==> src/rtl/cpu_pkg.sv <==
// Shared definitions for the command fetch path: FSM state encoding, the NOP
// command word and the default command/address widths.
package cpu_pkg;

  localparam int DATA_W = 14;
  localparam int ADDR_W = 8;

  typedef enum logic [2:0] {
    ST_IDLE  = 3'd0,
    ST_FETCH = 3'd1,
    ST_LOAD  = 3'd2,
    ST_PUSH  = 3'd3,
    ST_PAD   = 3'd4
  } state_t;

  localparam logic [DATA_W-1:0] CMD_NOP = '0;

endpackage

==> src/rtl/command_fetch.sv <==
// Command fetch: walks pc through program memory and pushes each word into the command buffer.
// 3 cycles per word (FETCH, LOAD, PUSH); first comm_write 3 cycles after start.
// PUSH retries while pause_READ is set; CMD_PAIR_ALIGN_EN adds NOP padding so accepted words stay paired.
module command_fetch #(
  parameter int DATA_W = cpu_pkg::DATA_W,
  parameter int ADDR_W = cpu_pkg::ADDR_W,
  parameter int CNT_W  = 16
) (
  input  logic              clk,
  input  logic              reset,
  input  logic              start,
  input  logic [ADDR_W-1:0] start_addr,
  input  logic              halt,
  input  logic              jump_valid,
  input  logic [ADDR_W-1:0] jump_addr,
  output logic              mem_rd,
  output logic [ADDR_W-1:0] mem_addr,
  input  logic [DATA_W-1:0] mem_data,
  output logic [DATA_W-1:0] command_out,
  output logic              comm_write,
  input  logic              pause_READ,
  output logic              busy,
  output logic [ADDR_W-1:0] pc,
  output logic [CNT_W-1:0]  words_sent
);
  import cpu_pkg::*;

  state_t            state;
  logic              accepted;
  logic [ADDR_W-1:0] pc_inc;
  logic [CNT_W-1:0]  cnt_sat;

  assign pc_inc  = pc + ADDR_W'(1);
  assign cnt_sat = (&words_sent) ? words_sent : words_sent + CNT_W'(1);

`ifdef CMD_PAIR_ALIGN_EN
  logic parity;
  logic parity_next;
  logic pad_to_idle;

  assign accepted    = ((state == ST_PUSH) || (state == ST_PAD)) && !pause_READ;
  assign parity_next = parity ^ accepted;
`else
  assign accepted = (state == ST_PUSH) && !pause_READ;
`endif

  // pause_READ always describes the write attempt of the cycle just ending,
  // so a PUSH/PAD word is accepted exactly when it is low at this edge.
  always_ff @(posedge clk) begin
    if (!reset) begin
      state       <= ST_IDLE;
      pc          <= '0;
      mem_addr    <= '0;
      command_out <= '0;
      words_sent  <= '0;
      mem_rd      <= 1'b0;
      comm_write  <= 1'b0;
      busy        <= 1'b0;
`ifdef CMD_PAIR_ALIGN_EN
      parity      <= 1'b0;
      pad_to_idle <= 1'b0;
`endif
    end else begin
      mem_rd     <= 1'b0;
      comm_write <= 1'b0;
      if (accepted) words_sent <= cnt_sat;
`ifdef CMD_PAIR_ALIGN_EN
      parity <= parity_next;
`endif

      if (state == ST_IDLE) begin
        if (start) begin
          pc       <= start_addr;
          mem_addr <= start_addr;
          mem_rd   <= 1'b1;
          busy     <= 1'b1;
          state    <= ST_FETCH;
        end
`ifdef CMD_PAIR_ALIGN_EN
      end else if (state == ST_PAD) begin
        // The pad word always completes; halt/jump only choose where to go afterwards.
        if (halt) pad_to_idle <= 1'b1;
        else if (jump_valid) pc <= jump_addr;
        if (pause_READ) begin
          comm_write <= 1'b1;
        end else if (pad_to_idle || halt) begin
          state <= ST_IDLE;
          busy  <= 1'b0;
        end else begin
          mem_addr <= jump_valid ? jump_addr : pc;
          mem_rd   <= 1'b1;
          state    <= ST_FETCH;
        end
      end else if (halt) begin
        if (accepted) pc <= pc_inc;
        if (parity_next) begin
          state       <= ST_PAD;
          pad_to_idle <= 1'b1;
          command_out <= DATA_W'(CMD_NOP);
          comm_write  <= 1'b1;
        end else begin
          state <= ST_IDLE;
          busy  <= 1'b0;
        end
      end else if (jump_valid) begin
        pc <= jump_addr;
        if (parity_next) begin
          state       <= ST_PAD;
          pad_to_idle <= 1'b0;
          command_out <= DATA_W'(CMD_NOP);
          comm_write  <= 1'b1;
        end else begin
          mem_addr <= jump_addr;
          mem_rd   <= 1'b1;
          state    <= ST_FETCH;
        end
`else
      end else if (halt) begin
        if (accepted) pc <= pc_inc;
        state <= ST_IDLE;
        busy  <= 1'b0;
      end else if (jump_valid) begin
        pc       <= jump_addr;
        mem_addr <= jump_addr;
        mem_rd   <= 1'b1;
        state    <= ST_FETCH;
`endif
      end else begin
        case (state)
          ST_FETCH: state <= ST_LOAD;
          ST_LOAD: begin
            command_out <= mem_data;
            comm_write  <= 1'b1;
            state       <= ST_PUSH;
          end
          ST_PUSH: begin
            if (pause_READ) begin
              comm_write <= 1'b1;
            end else begin
              pc       <= pc_inc;
              mem_addr <= pc_inc;
              mem_rd   <= 1'b1;
              state    <= ST_FETCH;
            end
          end
          default: begin
            state <= ST_IDLE;
            busy  <= 1'b0;
          end
        endcase
      end
    end
  end

endmodule

==> config.mk <==
export PLATFORM = sky130hd
export DESIGN_NAME = command_fetch
export DESIGN_NICKNAME = d
export VERILOG_FILES = /design/src/rtl/cpu_pkg.sv /design/src/rtl/command_fetch.sv
export SDC_FILE = /design/constraint.sdc
export NUM_CORES = 1
export LEC_CHECK = 0
export BUFFER_PORTS_ARGS = -buffer_cell sky130_fd_sc_hd__buf_2
export CORE_ASPECT_RATIO = 1.1
export CORE_MARGIN = 2
export CORE_UTILIZATION = 51
export DETAILED_ROUTE_END_ITERATION = 16
export MAX_ROUTING_LAYER = met4
export PLACE_DENSITY = 0.8
export RECOVER_POWER = 100
export SYNTH_ARGS = -nofsm -noshare
export SYNTH_HDL_FRONTEND = slang
export SYNTH_SLANG_ARGS = --single-unit
==> constraint.sdc <==
create_clock -name clk -period 2.4 [get_ports clk]
set_input_delay 0.36 -clock clk [delete_from_list [all_inputs] [get_ports clk]]
set_output_delay 0.36 -clock clk [all_outputs]
set_load 0.02 [all_outputs]
======== After elaboration in Yosys (flattened, before gate mapping) ========
Cells that the tools add are included.
storage, ports and cells
  bits in registers ....................... 52
  input port bits ......................... 36
  output and inout bits ................... 49
  word-level logic and storage cells ...... 68
operators by class
  add/sub/neg operators ................... 2
  eq/ne operators ......................... 11
  muxes and demuxes ....................... 28
  bitwise operators ....................... 5
  reductions and logical operators ........ 14
operator list
  kind                     count
  $mux W8                  9
  $add A16 B1 Y16 const B  1
  $reduce_and A16 Y1       1
  $mux W3                  5
  $mux W1                  12
  $reduce_and A4 Y1        3
  $pmux W3 S3              1
  $add A8 B1 Y8 const B    1
  $eq A3 B2 Y1 const B     2
  $ne A3 B1 Y1 const B     2
  $ne A3 B2 Y1 const B     2
  $ne A5 B4 Y1 const B     1
  $not A1 Y1               5
  $ne A4 B3 Y1 const B     1
  $reduce_and A2 Y1        2
  $reduce_bool A4 Y1       1
  $reduce_or A4 Y1         1
  $eq A3 B1 Y1 const B     1
  $logic_not A3 Y1         1
  $reduce_and A3 Y1        1
  $reduce_bool A3 Y1       1
  $reduce_or A3 Y1         1
  $ne A2 B1 Y1 const B     1
  $ne A2 B2 Y1 const B     1
  3 further kinds          3

======== Longest topological paths before layout ========
  word-level depth ........................ 6
  gate-level depth with buffers ........... 8
  gate-level depth less buffers ........... 6

======== Worst setup path before layout ========
OpenSTA, ideal clock, no wires.
  path type ............................... reg2reg
  start ................................... register state[0]
  end ..................................... register pc[7]
  setup time .............................. 0.117 ns
  arrival ................................. 1.635 ns
  required time ........................... 2.283 ns
  slack ................................... 0.648 ns
  cell stages (with the launch flop) ...... 7
  path buffers ............................ 0
  period minus slack after synthesis ...... 1.752 ns
  cell sequence ........................... dfxtp_1 inv_1 ha_1 nor2b_1 o21ai_1 o311ai_0 a32o_1
on the way
  word-level cells in the longest chain between the ends .. 4
  elaborated cells between the ends (all ways) .. 9
  those cells by class .................... eq/ne: 4; mux: 1; reduce/logical: 4
ends and longest elaborated chain
  what                         RTL line                                   source
  start: declaration           command_fetch.sv:28                        state_t state;
  start signal: assignment     command_fetch.sv:51                        state <= ST_IDLE;
  start signal: assignment     command_fetch.sv:77                        state <= ST_FETCH;
  start signal: assignment     command_fetch.sv:120                       state <= ST_IDLE;
  $eq A3 B2 Y1                 command_fetch.sv:44, command_fetch.sv:129
  $logic_and A1 B1 Y1          command_fetch.sv:44                        assign accepted = (state == ST_PUSH) && !pause_READ;
  $ne A3 B1 Y1 (no line)       --
  $reduce_and A4 Y1 (no line)  --
  end signal: assignment       command_fetch.sv:73                        pc <= start_addr;
  end signal: assignment       command_fetch.sv:123                       pc <= jump_addr;
  end signal: assignment       command_fetch.sv:140                       pc <= pc_inc;
  end: declaration             command_fetch.sv:23                        output logic [ADDR_W-1:0] pc,
Parallel ways exist; a longest one is shown, timed or not.
A chain may end at the register's enable or synchronous reset.

======== Worst setup path after layout ========
  start ................................... register state[0]
  end ..................................... register pc[3]
Same word-level chain as after synthesis.

==> flow_summary_export.csv <==
group,metric,value,unit
status,outcome,"finished, final reports clean",
pwr,powerDensity,616.9,nW/um2
place,dp_hpwl,5.144,mm
timing,maxSlewViolCount,0,
place,gp_congestion,0.9006,
global_route,grt_use_total,0.2487,
final_layout,area_growth_syn_to_layout,18.04,%
pwr,p_comb_frac,0.200,
timing,fin_crit_sh,0.9144,
worst_hold_path,min_path_type,"in -> reg",
pwr,ir_drop,322.7,uV
timing,clock_skew,0.007090,ns
final_layout,final_common_cell,"nand2_1",
critical_path,worstPathMaxFanout,13,
logic_synthesis,syn-num-nets,381,
final_layout,n_antenna_cell,0,
logic_synthesis,ys_warn_count,0,
logic_synthesis,synth_area_per_cell,7.934,um2
pwr,p_sw_frac,0.2978,
pwr,internal_power,1.379,mW
cts,path_clk_slew,0.10,ns
drt,viasPerCell,5.910,
global_route,grt_max_degree,29,
critical_path,endpoint_kind,"flip-flop",
die,io_pins,85,
pwr,p_clk_frac,0.321,
die,num_rows,27,
cts,clk_latency,0.30,ns
cts,cts_root_buf,"clkbuf_8",
critical_path,crit_path_start_kind,"flip-flop",
die,dieHeight,80.28,um
die,coreArea,5067,um2
pwr,p_leak,1.154,nW
logic_synthesis,synth-seq-cells,51,
die,start_util,0.5323,
timing,fmax,0.4557,GHz
cts,cts_hold_buf,0,
cts,htreeDepth,2,
timing,finalSetupTns,0,ns
cts,cts_buffers,5,
cts,cts_tree,"yes",
logic_synthesis,ys_seq_area_frac,0.3785,
logic_synthesis,synthDistinctLibCells,52,
pwr,p_sw,585.0,uW
place,port_buffers,84,
critical_path,worstPathRequired,2.65,ns
pwr,seq_power_share,0.479,
drt,first_pass_iters,4,
timing,setup_viol,0,
logic_synthesis,synth-async-reset-ratio,0,
cts,ctsResizeCount,0,
drt,avgRoutedWirePerCell,14.88,um
timing,fin_ws,0.2054,ns
timing,rsz0062_at_grt,"no",
final_layout,layout_common_cells,"55 x nand2_1, 51 x dfxtp_1, 51 x clkbuf_1",
final_layout,drive_above_1_share,0.1313,
drt,vias,2819,
global_route,antenna_found_initial,0,
critical_path,crit_type,"reg -> reg",
final_layout,fin_nets,459,
timing,tightest_slew,0.5874,ns
drt,drt_iter0_markers,142,
logic_synthesis,syn-cell-area,2698,um2
cts,post_cts_buffers,0,
global_route,grt_pass1_wl,11.14,mm
drt,drcViolationCount,0,
timing,fin_crit,2.195,ns
timing,slew_headroom,0.6058,
critical_path,worstPathArrival,2.44,ns
cts,cts.sinks,51,
logic_synthesis,synth_flop_cell,"dfxtp_1",
die,die_w,73.35,um
final_layout,fin_area,3184,um2
drt,drt_wl_total,7.098,mm
global_route,grt_pass1_vias,2486,
drt,postRouteAntennaNets,0,
logic_synthesis,synth_edf_count,0,
flow_run,cap_violations,0,
die,dieArea,5888,um2
global_route,overflow,0,
logic_synthesis,syn_inst,340,
place,placed_cell_area,3151,um2
place,place_ws,0.2849,ns
cts,clock_path_buffers,2,
timing,hold_viol_final,0,
[state kept, by name, summed over array words and instances (netlist names)]
name,cells
mem_rd,1
busy,1
comm_write,1
pc,8
words_sent,16
state,2
mem_addr,8
command_out,14
[synth_stat cells, types with 4 or more instances]
library cell   n  share of area
nor2_1        14          0.019
inv_1         10          0.014
o221a_2        6          0.025
dfxtp_1       51           0.38
a31oi_1       10          0.023
a211oi_1       4          0.011
o21ai_0       20          0.037
ha_1           5          0.023
nor2b_1        6          0.014
and4_1         5          0.016
mux2i_1        7          0.026
nand2b_1       8          0.019
nand3_1       17          0.032
a21oi_1       30          0.056
or4_1          6          0.017
o31ai_1        6          0.017
or3_1          4         0.0093
nand4_1        7          0.016
nor4_1         5          0.012
nor3_1         6          0.011
clkbuf_1      12          0.017
nand2_1       55          0.077
buf_2          5         0.0093
[cell families (layout without fill, tap and decap cells)]
kind of cell / count (synthesis) / in the layout / synth area share
AND/OR/NAND/NOR: 148 / 148 / 0.2848
AO/OA/AOI/OAI: 96 / 96 / 0.2310
flip-flops: 51 / 51 / 0.3785
buffers and inverters: 30 / 109 / 0.04684
multiplexers: 7 / 7 / 0.02598
adder cells (fa/ha/maj): 5 / 5 / 0.02319
XOR/XNOR: 3 / 3 / 0.009742
[worst paths after layout]
path / start / endpoint / slack (ns) / depth (start not counted)
hold reg to reg: command_out[11] / command_out[11] / 0.46 / 2
setup reg to reg: state[0] / pc[3] / 0.21 / 6
hold / removal: mem_data[12] / command_out[12] / 0.29 / 3
setup / recovery: state[0] / pc[3] / 0.21 / 6
[per-layer routing]
| metal | wire [um] | vias up | global-route usage |
|---|---|---|---|
| li1 | - | 1407 | - |
| met1 | 2942 | 1267 | 0.2992 |
| met2 | 3385 | 118 | 0.3874 |
| met3 | 478 | 27 | 0.05019 |
| met4 | 292 | 0 | 0.1382 |
| met5 | 0 | - | - |
[layout make-up]
| cell class | instances | area [um2] |
|---|---|---|
| clock buffer | 6 | 82.58 |
| clock inverter | 2 | 38.79 |
| fill | 500 | 1883 |
| inverter | 11 | 41.29 |
| multi-input combinational | 259 | 1534 |
| sequential | 51 | 1021 |
| tap | 58 | 72.57 |
| timing repair buffer | 90 | 394.1 |
[power groups by stage]
stage,Sequential (mW),Combinational (mW),Clock (mW)
2_1_floorplan,1.00,0.225,0
3_3_place_gp,0.955,0.398,0
3_5_place_dp,0.956,0.406,0
4_1_cts,0.938,0.407,0.644
5_1_grt,0.948,0.432,0.682
6_report,0.940,0.393,0.631
[metrics by stage]
stage / utilization / std cells / hold WS [ns] / power (mW)
final: 0.6284 / 477 / 0.2857 / 1.964
after global routing: 0.6284 / 477 / 0.2787 / 2.062
after CTS: 0.6457 / 477 / 0.2816 / 1.989
after detailed placement: 0.6217 / 469 / 0.4434 / 1.362
after global placement: 0.6217 / 469 / 0.4381 / 1.353
after floorplan: - / 340 / 0.4935 / 1.226
[critical path: stages (launching register included)]
cell and delay [ns]:
dfxtp_1 0.33, inv_1 0.09, ha_1 0.42, nor2b_1 0.11, o21ai_1 0.49, and2_0 0.44
o221a_2 0.25
(Power assumes the default switching activity.)
